$ cat src/rtl/risc_pkg.sv
// Shared types and constants for the multi-cycle RISC instruction sequencer.
package risc_pkg;

    // Sequencer states; the encoding is exported directly on the stage output.
    typedef enum logic [2:0] {
        FETCH  = 3'd0,
        DECODE = 3'd1,
        EXEC   = 3'd2,
        MEM    = 3'd3,
        WB     = 3'd4,
        HALT   = 3'd5
    } state_t;

    // Default interrupt vector address (truncated to the PC width by users).
    localparam logic [31:0] DEFAULT_INT_VEC = 32'h40;

endpackage : risc_pkg

$ cat src/rtl/risc_sequencer_if.sv
// Bundle of decoder/branch inputs and datapath strobes around the sequencer.
// master: the sequencer itself; slave: decoder, memory and datapath side.
interface risc_sequencer_if #(
    parameter int AW = 32
);
    logic          INT;
    logic          stall;
    logic          is_mem;
    logic          is_branch;
    logic [AW-1:0] br_target;
    logic          is_reti;
    logic          is_halt;
    logic [AW-1:0] PC;
    logic [2:0]    stage;
    logic          ld_ir;
    logic          rdMem;
    logic          wrEn;
    logic          updPC;
    logic          int_ack;
    logic          in_isr;
    logic          halted;
    logic [AW-1:0] EPC;

    modport master (
        input  INT, stall, is_mem, is_branch, br_target, is_reti, is_halt,
        output PC, stage, ld_ir, rdMem, wrEn, updPC, int_ack, in_isr, halted, EPC
    );

    modport slave (
        output INT, stall, is_mem, is_branch, br_target, is_reti, is_halt,
        input  PC, stage, ld_ir, rdMem, wrEn, updPC, int_ack, in_isr, halted, EPC
    );
endinterface : risc_sequencer_if

$ cat src/rtl/risc_sequencer_inc.sv
// N-bit incrementer (y = a + 1, wrapping at 2^N) built as a ripple of
// half adders so it maps onto plain LUT/carry logic for any width.
module incN #(
    parameter int N = 32
) (
    input  logic [N-1:0] a,
    output logic [N-1:0] y
);

    logic [N-1:0] carry;

    assign carry[0] = 1'b1;

    // One half-adder per bit; the carry out of the top bit is discarded.
    for (genvar gi = 0; gi < N; gi++) begin : g_bit
        assign y[gi] = a[gi] ^ carry[gi];
        if (gi < N - 1) begin : g_carry
            assign carry[gi+1] = a[gi] & carry[gi];
        end
    end

endmodule : incN

$ cat src/rtl/risc_sequencer.sv
// Multi-cycle instruction sequencer: owns the PC, walks FETCH/DECODE/EXEC/
// MEM/WB, handles memory stalls, vectored interrupts with a saved return PC,
// return-from-interrupt with tail-chaining, and HALT with interrupt wake-up.
module risc_sequencer
    import risc_pkg::*;
#(
    parameter int            AW       = 32,
    parameter logic [AW-1:0] RESET_PC = '0,
    parameter logic [31:0]   INT_VEC  = DEFAULT_INT_VEC
) (
    input  logic             clk,
    input  logic             rst,
    risc_sequencer_if.master bus
);

    localparam logic [AW-1:0] VEC_ADDR = AW'(INT_VEC);

    state_t        state_reg, state_next;
    logic [AW-1:0] pc_reg, pc_next;
    logic [AW-1:0] epc_reg, epc_next;
    logic          pending_reg, pending_next;
    logic          in_isr_reg, in_isr_next;

    logic [AW-1:0] pc_inc;
    logic [AW-1:0] seq_pc;
    logic          int_req;
    logic          fetch_strobe;
    logic          mem_strobe;
    logic          wb_strobe;
    logic          upd_strobe;
    logic          ack_strobe;

    incN #(
        .N (AW)
    ) u_inc (
        .a (pc_reg),
        .y (pc_inc)
    );

    // A request sampled on an earlier edge, or present right now, counts;
    // this gives the one-cycle minimum latency when INT rises during WB.
    assign int_req = pending_reg | bus.INT;

    // Program-order successor of the instruction in WB.
    always_comb begin
        if (bus.is_reti) begin
            seq_pc = epc_reg;
        end else if (bus.is_branch) begin
            seq_pc = bus.br_target;
        end else begin
            seq_pc = pc_inc;
        end
    end

    // Next-state, next-PC/EPC and strobe decode for the stage machine.
    always_comb begin
        state_next   = state_reg;
        pc_next      = pc_reg;
        epc_next     = epc_reg;
        in_isr_next  = in_isr_reg;
        fetch_strobe = 1'b0;
        mem_strobe   = 1'b0;
        wb_strobe    = 1'b0;
        upd_strobe   = 1'b0;
        ack_strobe   = 1'b0;

        case (state_reg)
            FETCH: begin
                fetch_strobe = 1'b1;
                state_next   = DECODE;
            end
            DECODE: begin
                state_next = EXEC;
            end
            EXEC: begin
                state_next = bus.is_mem ? MEM : WB;
            end
            MEM: begin
                mem_strobe = 1'b1;
                if (!bus.stall) begin
                    state_next = WB;
                end
            end
            WB: begin
                wb_strobe  = 1'b1;
                upd_strobe = 1'b1;
                state_next = FETCH;
                if (int_req && (!in_isr_reg || bus.is_reti)) begin
                    // Take the interrupt; a reti here tail-chains and keeps
                    // the original return address.
                    ack_strobe  = 1'b1;
                    pc_next     = VEC_ADDR;
                    in_isr_next = 1'b1;
                    if (!bus.is_reti) begin
                        epc_next = seq_pc;
                    end
                end else if (bus.is_reti) begin
                    pc_next     = epc_reg;
                    in_isr_next = 1'b0;
                end else if (bus.is_halt) begin
                    pc_next    = pc_inc;
                    state_next = HALT;
                end else begin
                    pc_next = seq_pc;
                end
            end
            HALT: begin
                // Only an unmasked interrupt wakes the core; the halted
                // address becomes the return address.
                if (int_req && !in_isr_reg) begin
                    upd_strobe  = 1'b1;
                    ack_strobe  = 1'b1;
                    epc_next    = pc_reg;
                    pc_next     = VEC_ADDR;
                    in_isr_next = 1'b1;
                    state_next  = FETCH;
                end
            end
            default: begin
                state_next = FETCH;
            end
        endcase

        // The request stays latched until it is acknowledged.
        pending_next = ack_strobe ? 1'b0 : int_req;
    end

    // Sequencer state, PC, EPC and interrupt bookkeeping registers.
    always_ff @(posedge clk or posedge rst) begin
        if (rst) begin
            state_reg   <= FETCH;
            pc_reg      <= RESET_PC;
            epc_reg     <= '0;
            pending_reg <= 1'b0;
            in_isr_reg  <= 1'b0;
        end else begin
            state_reg   <= state_next;
            pc_reg      <= pc_next;
            epc_reg     <= epc_next;
            pending_reg <= pending_next;
            in_isr_reg  <= in_isr_next;
        end
    end

    // Strobes are forced low while reset is held so nothing fires in reset.
    assign bus.ld_ir   = fetch_strobe & ~rst;
    assign bus.rdMem   = mem_strobe & ~rst;
    assign bus.wrEn    = wb_strobe & ~rst;
    assign bus.updPC   = upd_strobe & ~rst;
    assign bus.int_ack = ack_strobe & ~rst;

    assign bus.PC      = pc_reg;
    assign bus.EPC     = epc_reg;
    assign bus.stage   = state_reg;
    assign bus.in_isr  = in_isr_reg;
    assign bus.halted  = (state_reg == HALT);

endmodule : risc_sequencer

$ cat src/flat_wrapper.sv
// flat-port wrapper written by rule: the top's interface ports become plain ports
module risc_sequencer_flat import risc_pkg::*;
#(
    parameter int            AW       = 32,
    parameter logic [AW-1:0] RESET_PC = '0,
    parameter logic [31:0]   INT_VEC  = DEFAULT_INT_VEC
)
  (clk, rst, bus_INT, bus_stall, bus_is_mem, bus_is_branch, bus_br_target, bus_is_reti, bus_is_halt, bus_PC, bus_stage, bus_ld_ir, bus_rdMem, bus_wrEn, bus_updPC, bus_int_ack, bus_in_isr, bus_halted, bus_EPC);
  risc_sequencer_if #(.AW(AW)) bus_i ();
  input  logic clk;
  input  logic rst;
  input wire logic [$bits(bus_i.INT)-1:0] bus_INT;
  input wire logic [$bits(bus_i.stall)-1:0] bus_stall;
  input wire logic [$bits(bus_i.is_mem)-1:0] bus_is_mem;
  input wire logic [$bits(bus_i.is_branch)-1:0] bus_is_branch;
  input wire logic [$bits(bus_i.br_target)-1:0] bus_br_target;
  input wire logic [$bits(bus_i.is_reti)-1:0] bus_is_reti;
  input wire logic [$bits(bus_i.is_halt)-1:0] bus_is_halt;
  output wire logic [$bits(bus_i.PC)-1:0] bus_PC;
  output wire logic [$bits(bus_i.stage)-1:0] bus_stage;
  output wire logic [$bits(bus_i.ld_ir)-1:0] bus_ld_ir;
  output wire logic [$bits(bus_i.rdMem)-1:0] bus_rdMem;
  output wire logic [$bits(bus_i.wrEn)-1:0] bus_wrEn;
  output wire logic [$bits(bus_i.updPC)-1:0] bus_updPC;
  output wire logic [$bits(bus_i.int_ack)-1:0] bus_int_ack;
  output wire logic [$bits(bus_i.in_isr)-1:0] bus_in_isr;
  output wire logic [$bits(bus_i.halted)-1:0] bus_halted;
  output wire logic [$bits(bus_i.EPC)-1:0] bus_EPC;
  assign bus_i.INT = bus_INT;
  assign bus_i.stall = bus_stall;
  assign bus_i.is_mem = bus_is_mem;
  assign bus_i.is_branch = bus_is_branch;
  assign bus_i.br_target = bus_br_target;
  assign bus_i.is_reti = bus_is_reti;
  assign bus_i.is_halt = bus_is_halt;
  assign bus_PC = bus_i.PC;
  assign bus_stage = bus_i.stage;
  assign bus_ld_ir = bus_i.ld_ir;
  assign bus_rdMem = bus_i.rdMem;
  assign bus_wrEn = bus_i.wrEn;
  assign bus_updPC = bus_i.updPC;
  assign bus_int_ack = bus_i.int_ack;
  assign bus_in_isr = bus_i.in_isr;
  assign bus_halted = bus_i.halted;
  assign bus_EPC = bus_i.EPC;
  risc_sequencer #(.AW(AW), .RESET_PC(RESET_PC), .INT_VEC(INT_VEC)) u_core (.clk(clk), .rst(rst), .bus(bus_i));
endmodule
$ cat config.mk
export PLATFORM = sky130hd
export DESIGN_NAME = risc_sequencer_flat
export DESIGN_NICKNAME = d
export VERILOG_FILES = /design/src/rtl/risc_pkg.sv /design/src/rtl/risc_sequencer_if.sv /design/src/rtl/risc_sequencer_inc.sv /design/src/rtl/risc_sequencer.sv /design/src/flat_wrapper.sv
export SDC_FILE = /design/constraint.sdc
export NUM_CORES = 1
export LEC_CHECK = 0
export BUFFER_PORTS_ARGS = -buffer_cell sky130_fd_sc_hd__buf_2
export CELL_PAD_IN_SITES_DETAIL_PLACEMENT = 1
export CELL_PAD_IN_SITES_GLOBAL_PLACEMENT = 1
export CORE_MARGIN = 2
export CORE_UTILIZATION = 44
export DETAILED_ROUTE_END_ITERATION = 10
export GPL_TIMING_DRIVEN = 0
export PLACE_DENSITY_LB_ADDON = 0.05
export SETUP_SLACK_MARGIN = 0.4
export SYNTH_ARGS = -nofsm -noshare
export SYNTH_HDL_FRONTEND = slang
export SYNTH_SLANG_ARGS = --single-unit
$ cat constraint.sdc
create_clock -name clk -period 11.4 [get_ports clk]
set_input_delay 3.42 -clock clk [delete_from_list [all_inputs] [get_ports clk]]
set_output_delay 3.42 -clock clk [all_outputs]
set_load 0.05 [all_outputs]
==> results of run 1 <==
Yosys cell counts, types with 2 or more instances:
master	number
dfrtp_1	69
nand2_1	64
mux2i_1	62
o21ai_0	52
a21oi_1	37
nor2_1	33
a22o_1	31
ha_1	30
clkbuf_1	12
o21ai_1	12
buf_6	11
buf_2	10
inv_1	5
nand2b_1	4
buf_12	3
nor3_1	2
layout by cell type, fill, tap and decap left out, drive strengths merged, types with 2 or more instances in the layout:
cell type  netlist  layout
buf             24     137
dfrtp           69      69
o21ai           65      65
nand2           64      64
mux2i           62      62
a21oi           37      37
nor2            33      33
a22o            31      31
ha              30      30
clkbuf          12      26
inv              6       6
nand2b           5       5
nor3             2       2
nor3b            2       2
a21o             2       2
nand3b           2       2
path summary, 6_finish.rpt:
kind                                                   to  slack, ps
max                                           bus_int_ack       3270
min                        u_core.bus.EPC[16]$_DFFE_PP0P_        500
max reg2reg                u_core.bus.EPC[31]$_DFFE_PP0P_       4600
min reg2reg                u_core.bus.EPC[16]$_DFFE_PP0P_        500
max in group asynchronous   u_core.bus.PC[30]$_DFFE_PP0P_       7810
min in group asynchronous  u_core.bus.EPC[15]$_DFFE_PP0P_       3050
kinds of logic (layout without fill, tap and decap cells):
logic type | count (synthesis) | in the layout | synth area share [%]
mux | 63 | 63 | 14.2
flops | 69 | 69 | 38.9
xor+xnor | 1 | 1 | 0.197
simple gates | 115 | 115 | 11.6
fa+ha+maj | 30 | 30 | 8.45
buf+inv | 42 | 170 | 6.79
compound gates | 144 | 144 | 19.9
critical path, cell delays in order:
cell	delay (ps)
buf_2	110
nor2_1	60
or2_4	250
a21o_4	250
buf_6	150
nor3_1	150
buf_2	300
per-layer routing:
metal  vias to the layer above  part of all wire, %  track usage (%)
li1                       1910                    -                -
met1                      2048                   45             33.6
met2                        99                   50             44.9
met3                        13                  3.8             3.57
met4                         0                 0.98             9.46
met5                         -                    0                0
area by class of cell:
cell class,instances,area (um2)
plain buffers,36,279
clock buffers,14,173
clock inverters,1,5.00
fillers,1199,4400
inverters,6,25.0
multi-input cells,353,2410
flip-flops and latches,69,1730
well taps,133,166
repair buffers,113,588
power by group:
part	switching [mW]	leakage, nW	internal (mW)
combinational	0.557	1.85	0.230
sequential	0.0991	0.919	0.334
clock	0.0962	0.0926	0.0957
metrics by stage:
stage               power, mW  instance area (um2)  hold slack, ps  setup slack [ps]  util (%)
finish                   1.41                 5380             504              3270      55.0
global route             1.49                 5380             551              3210      55.0
global placement         1.20                 5170             487              3320      52.9
floorplan                1.02                 4440             553              2860         -
CTS                      1.42                 5380             519              3250      55.0
detailed placement       1.22                 5200             502              3260      53.2
==> results.json, run 1 <==
{
  "power_density_mw_per_mm2": 263,
  "cp.arrival_ps": 4710,
  "dieArea_mm2": 0.0109,
  "drv_cap": 0,
  "syn-cell-area_mm2": 0.00444,
  "drive_gt1_share_pct": 27.4,
  "vias": 4070,
  "rr_startpoint": "u_core.bus.PC[0]$_DFFE_PP0P_",
  "grt_max_degree": 55,
  "drtAntennaViolNets": 0,
  "wirelength_um": 13900,
  "gr-usage-all-layers_pct": 26.2,
  "async_reset_ff_share_pct": 100,
  "setup_viol": 0,
  "dp_hpwl_um": 9770,
  "cp.required_ps": 7980,
  "ys_seq_area_share_pct": 38.9,
  "finalMaxSlewViolations": 0,
  "place_inst": 710,
  "synthFlopType": "dfrtp_1",
  "vdd_drop_max_mv": 0.125,
  "synth_cells": 464,
  "wl_per_cell_um": 19.1,
  "grt_pass1_wl_um": 22600,
  "finalNonFillerCells": 725,
  "pin_count": 114,
  "diodes": 0,
  "yosys.area.top_type": "dfrtp_1",
  "first_pass_iters": 4,
  "hold_viol": 0,
  "end_kind": "output port",
  "overflow": 0,
  "cts_tree": "built",
  "worst-setup-path-type": "input pin to output port",
  "postCtsHoldBufs": 0,
  "worstSetupStartpointType": "input pin",
  "cts.sinks": 69,
  "critPathMaxFanout": 10,
  "io_buffers": 112,
  "dr.first_iter.drc_count": 160,
  "first_global_vias": 4388,
  "worstHoldPathCells": 2,
  "min_from": "u_core.bus.EPC[16]$_DFFE_PP0P_",
  "placementRows": 36,
  "path_clk_slew_ps": 70,
  "ys_warn_count": 0,
  "gp_congestion": 0.789,
  "yosysUniqueCellTypes": 43,
  "clkLatencyLatePin_ps": 360,
  "post_cts_resized": 0,
  "max_slew_margin_pct": 57.9,
  "syn-num-nets": 534,
  "cts_buffers": 9,
  "avgSynthCellArea_um2": 9.58,
  "status": "finished clean",
  "post_cts_buffers": 0,
  "die_w_um": 104,
  "vias_per_cell": 5.61,
  "r2r_cells": 34,
  "syn_to_final_growth_pct": 21.0,
  "hold_class": "flop to flop",
  "setup_tns_ps": 0,
  "synthTopCellsByArea": "dfrtp_1, mux2i_1, ha_1, a22o_1, o21ai_0",
  "yosysTopAreaCellShare_pct": 38.9,
  "coreArea_mm2": 0.00977,
  "ys_ff_latch": 69,
  "cts_buffer_depth": 2,
  "p_leak_nw": 2.86,
  "fin_crit_ps": 8130,
  "post-route-period-util_pct": 71.3,
  "start_util_pct": 45.5,
  "worst_pin_slew_ps": 632,
  "crit_path_start": "bus_INT",
  "antenna_found_initial": 0,
  "rsz0062_at_grt": "false",
  "die_h_um": 104,
  "cts.htree.levels": 3,
  "final_nets": 658,
  "drc": 0,
  "fmax_ghz": 0.123,
  "fin_skew_ps": 6.19,
  "root_buffer": "clkbuf_8",
  "synth_edf_count": 0
}
(Power assumes the default switching activity.)
==> run 2: changes to the inputs <==
Settings changed: CORE_UTILIZATION 44 to 41.
Clock period 11.4 ns to 8.48 ns, I/O delays scaled along.
==> results.json, run 2 (synthesized netlist as in run 1, its figures left out) <==
{
  "antenna_found_initial": 0,
  "vias_per_cell": 5.57,
  "wl_per_cell_um": 19.1,
  "worst_pin_slew_ps": 624,
  "vdd_drop_max_mv": 0.179,
  "die_w_um": 108,
  "diodes": 0,
  "rsz0062_at_grt": "false",
  "p_leak_nw": 2.88,
  "grt_max_degree": 56,
  "final_nets": 658,
  "cts_buffers": 9,
  "post_cts_buffers": 0,
  "start_util_pct": 41.5,
  "coreArea_mm2": 0.0107,
  "dieArea_mm2": 0.0117,
  "design_area_mm2": 0.00543,
  "dr.first_iter.drc_count": 129,
  "first_pass_iters": 4,
  "cts_buffer_depth": 2,
  "vias": 4081,
  "drtAntennaViolNets": 0,
  "cts_tree": "built",
  "crit_top_cell": "ha_1",
  "critPathMaxFanout": 5,
  "power_density_mw_per_mm2": 359,
  "hold_class": "flop to flop",
  "overflow": 0,
  "die_h_um": 108,
  "pin_count": 114,
  "drive_gt1_share_pct": 27.8,
  "syn_to_final_growth_pct": 22.3,
  "place_inst": 717,
  "io_buffers": 112,
  "holdWs_ps": 509,
  "fin_crit_ps": 6770,
  "dp_hpwl_um": 9990,
  "max_slew_margin_pct": 58.4,
  "finalMaxSlewViolations": 0,
  "end_kind": "flop",
  "hold_viol": 0,
  "setup_tns_ps": 0,
  "gp_congestion": 0.781,
  "worst-setup-path-type": "flop to flop",
  "status": "finished clean",
  "cp.arrival_ps": 7060,
  "clkLatencyLatePin_ps": 360,
  "wirelength_um": 14000,
  "cts.htree.levels": 3,
  "drv_cap": 0,
  "crit_slowest_cell": "dfrtp_1",
  "root_buffer": "clkbuf_8",
  "gr-usage-all-layers_pct": 25.2,
  "post-route-period-util_pct": 79.9,
  "finalNonFillerCells": 733,
  "cp.required_ps": 8760,
  "grt_pass1_wl_um": 22500,
  "dpl_cell_area_mm2": 0.00521,
  "fmax_ghz": 0.148,
  "layout_common_cells": "buf_2, dfrtp_1, nand2_1",
  "drc": 0,
  "post_cts_resized": 0,
  "cts.sinks": 69,
  "fin_skew_ps": 9.10,
  "path_clk_slew_ps": 80,
  "final_common_cell": "buf_2",
  "postCtsHoldBufs": 0,
  "first_global_vias": 4354,
  "worst_path_largest_cell_delay_ps": 440,
  "setup_viol": 0,
  "worstSetupStartpointType": "flop",
  "placementRows": 38
}
-- run 2: cell count changes in the layout (fill, tap and decap cells not counted), sizes merged --
cell and change:
clkbuf -4, clkinv +2, bufinv +2, clkinvlp +1
-- run 2: final cells by class --
cell class,count,area (um2)
clock buffers,10,138
inverters,6,25.0
multi-input cells,353,2410
flip-flops and latches,69,1730
fillers,1290,5270
repair buffers,113,588
clock inverters,6,86.3
plain buffers,36,279
well taps,140,175
-- run 2: path summary, 6_finish.rpt --
check                      slack [ps]  cells past startpoint                           start                         endpoint
max in group asynchronous        5760                      3                             rst   u_core.bus.EPC[27]$_DFFE_PP0P_
setup reg to reg                 1710                     34    u_core.bus.PC[0]$_DFFE_PP0P_   u_core.bus.EPC[31]$_DFFE_PP0P_
min in group asynchronous        2160                      2                             rst  u_core.bus.stage[1]$_DFFE_PP0P_
hold / removal                    510                      2  u_core.bus.EPC[21]$_DFFE_PP0P_   u_core.bus.EPC[21]$_DFFE_PP0P_
setup / recovery                 1710                     34    u_core.bus.PC[0]$_DFFE_PP0P_   u_core.bus.EPC[31]$_DFFE_PP0P_
hold reg to reg                   510                      2  u_core.bus.EPC[21]$_DFFE_PP0P_   u_core.bus.EPC[21]$_DFFE_PP0P_
-- run 2: routing by layer --
metal | track usage, % | up-vias | share of wire (%)
met1 | 31.4 | 2063 | 43
li1 | - | 1905 | -
met2 | 45.1 | 94 | 52
met3 | 3.80 | 19 | 4.2
met4 | 7.51 | 0 | 1.4
met5 | 0 | - | 0
-- run 2: worst max-delay path, delay by kind of cell, from the launching register on --
kind                     cells  cell delay (ps)
AND/OR/NAND/NOR              1              170
adder cells (fa/ha/maj)     30             5670
flip-flops                   1              440
AO/OA/AOI/OAI                3              410
-- run 2: where the power goes --
group	switching, mW	leakage (nW)	internal (mW)
Sequential	0.136	0.919	0.449
Clock	0.138	0.112	0.173
Combinational	0.746	1.85	0.308
Total	1.02	2.88	0.930
-- run 2: stage by stage --
stage | utilization, % | power [mW] | setup slack [ps]
6_report | 50.8 | 1.95 | 1710
3_3_place_gp | 48.4 | 1.61 | 1770
4_1_cts | 50.8 | 1.97 | 1680
3_5_place_dp | 48.7 | 1.65 | 1730
2_1_floorplan | - | 1.37 | 1700
5_1_grt | 50.8 | 2.07 | 1330
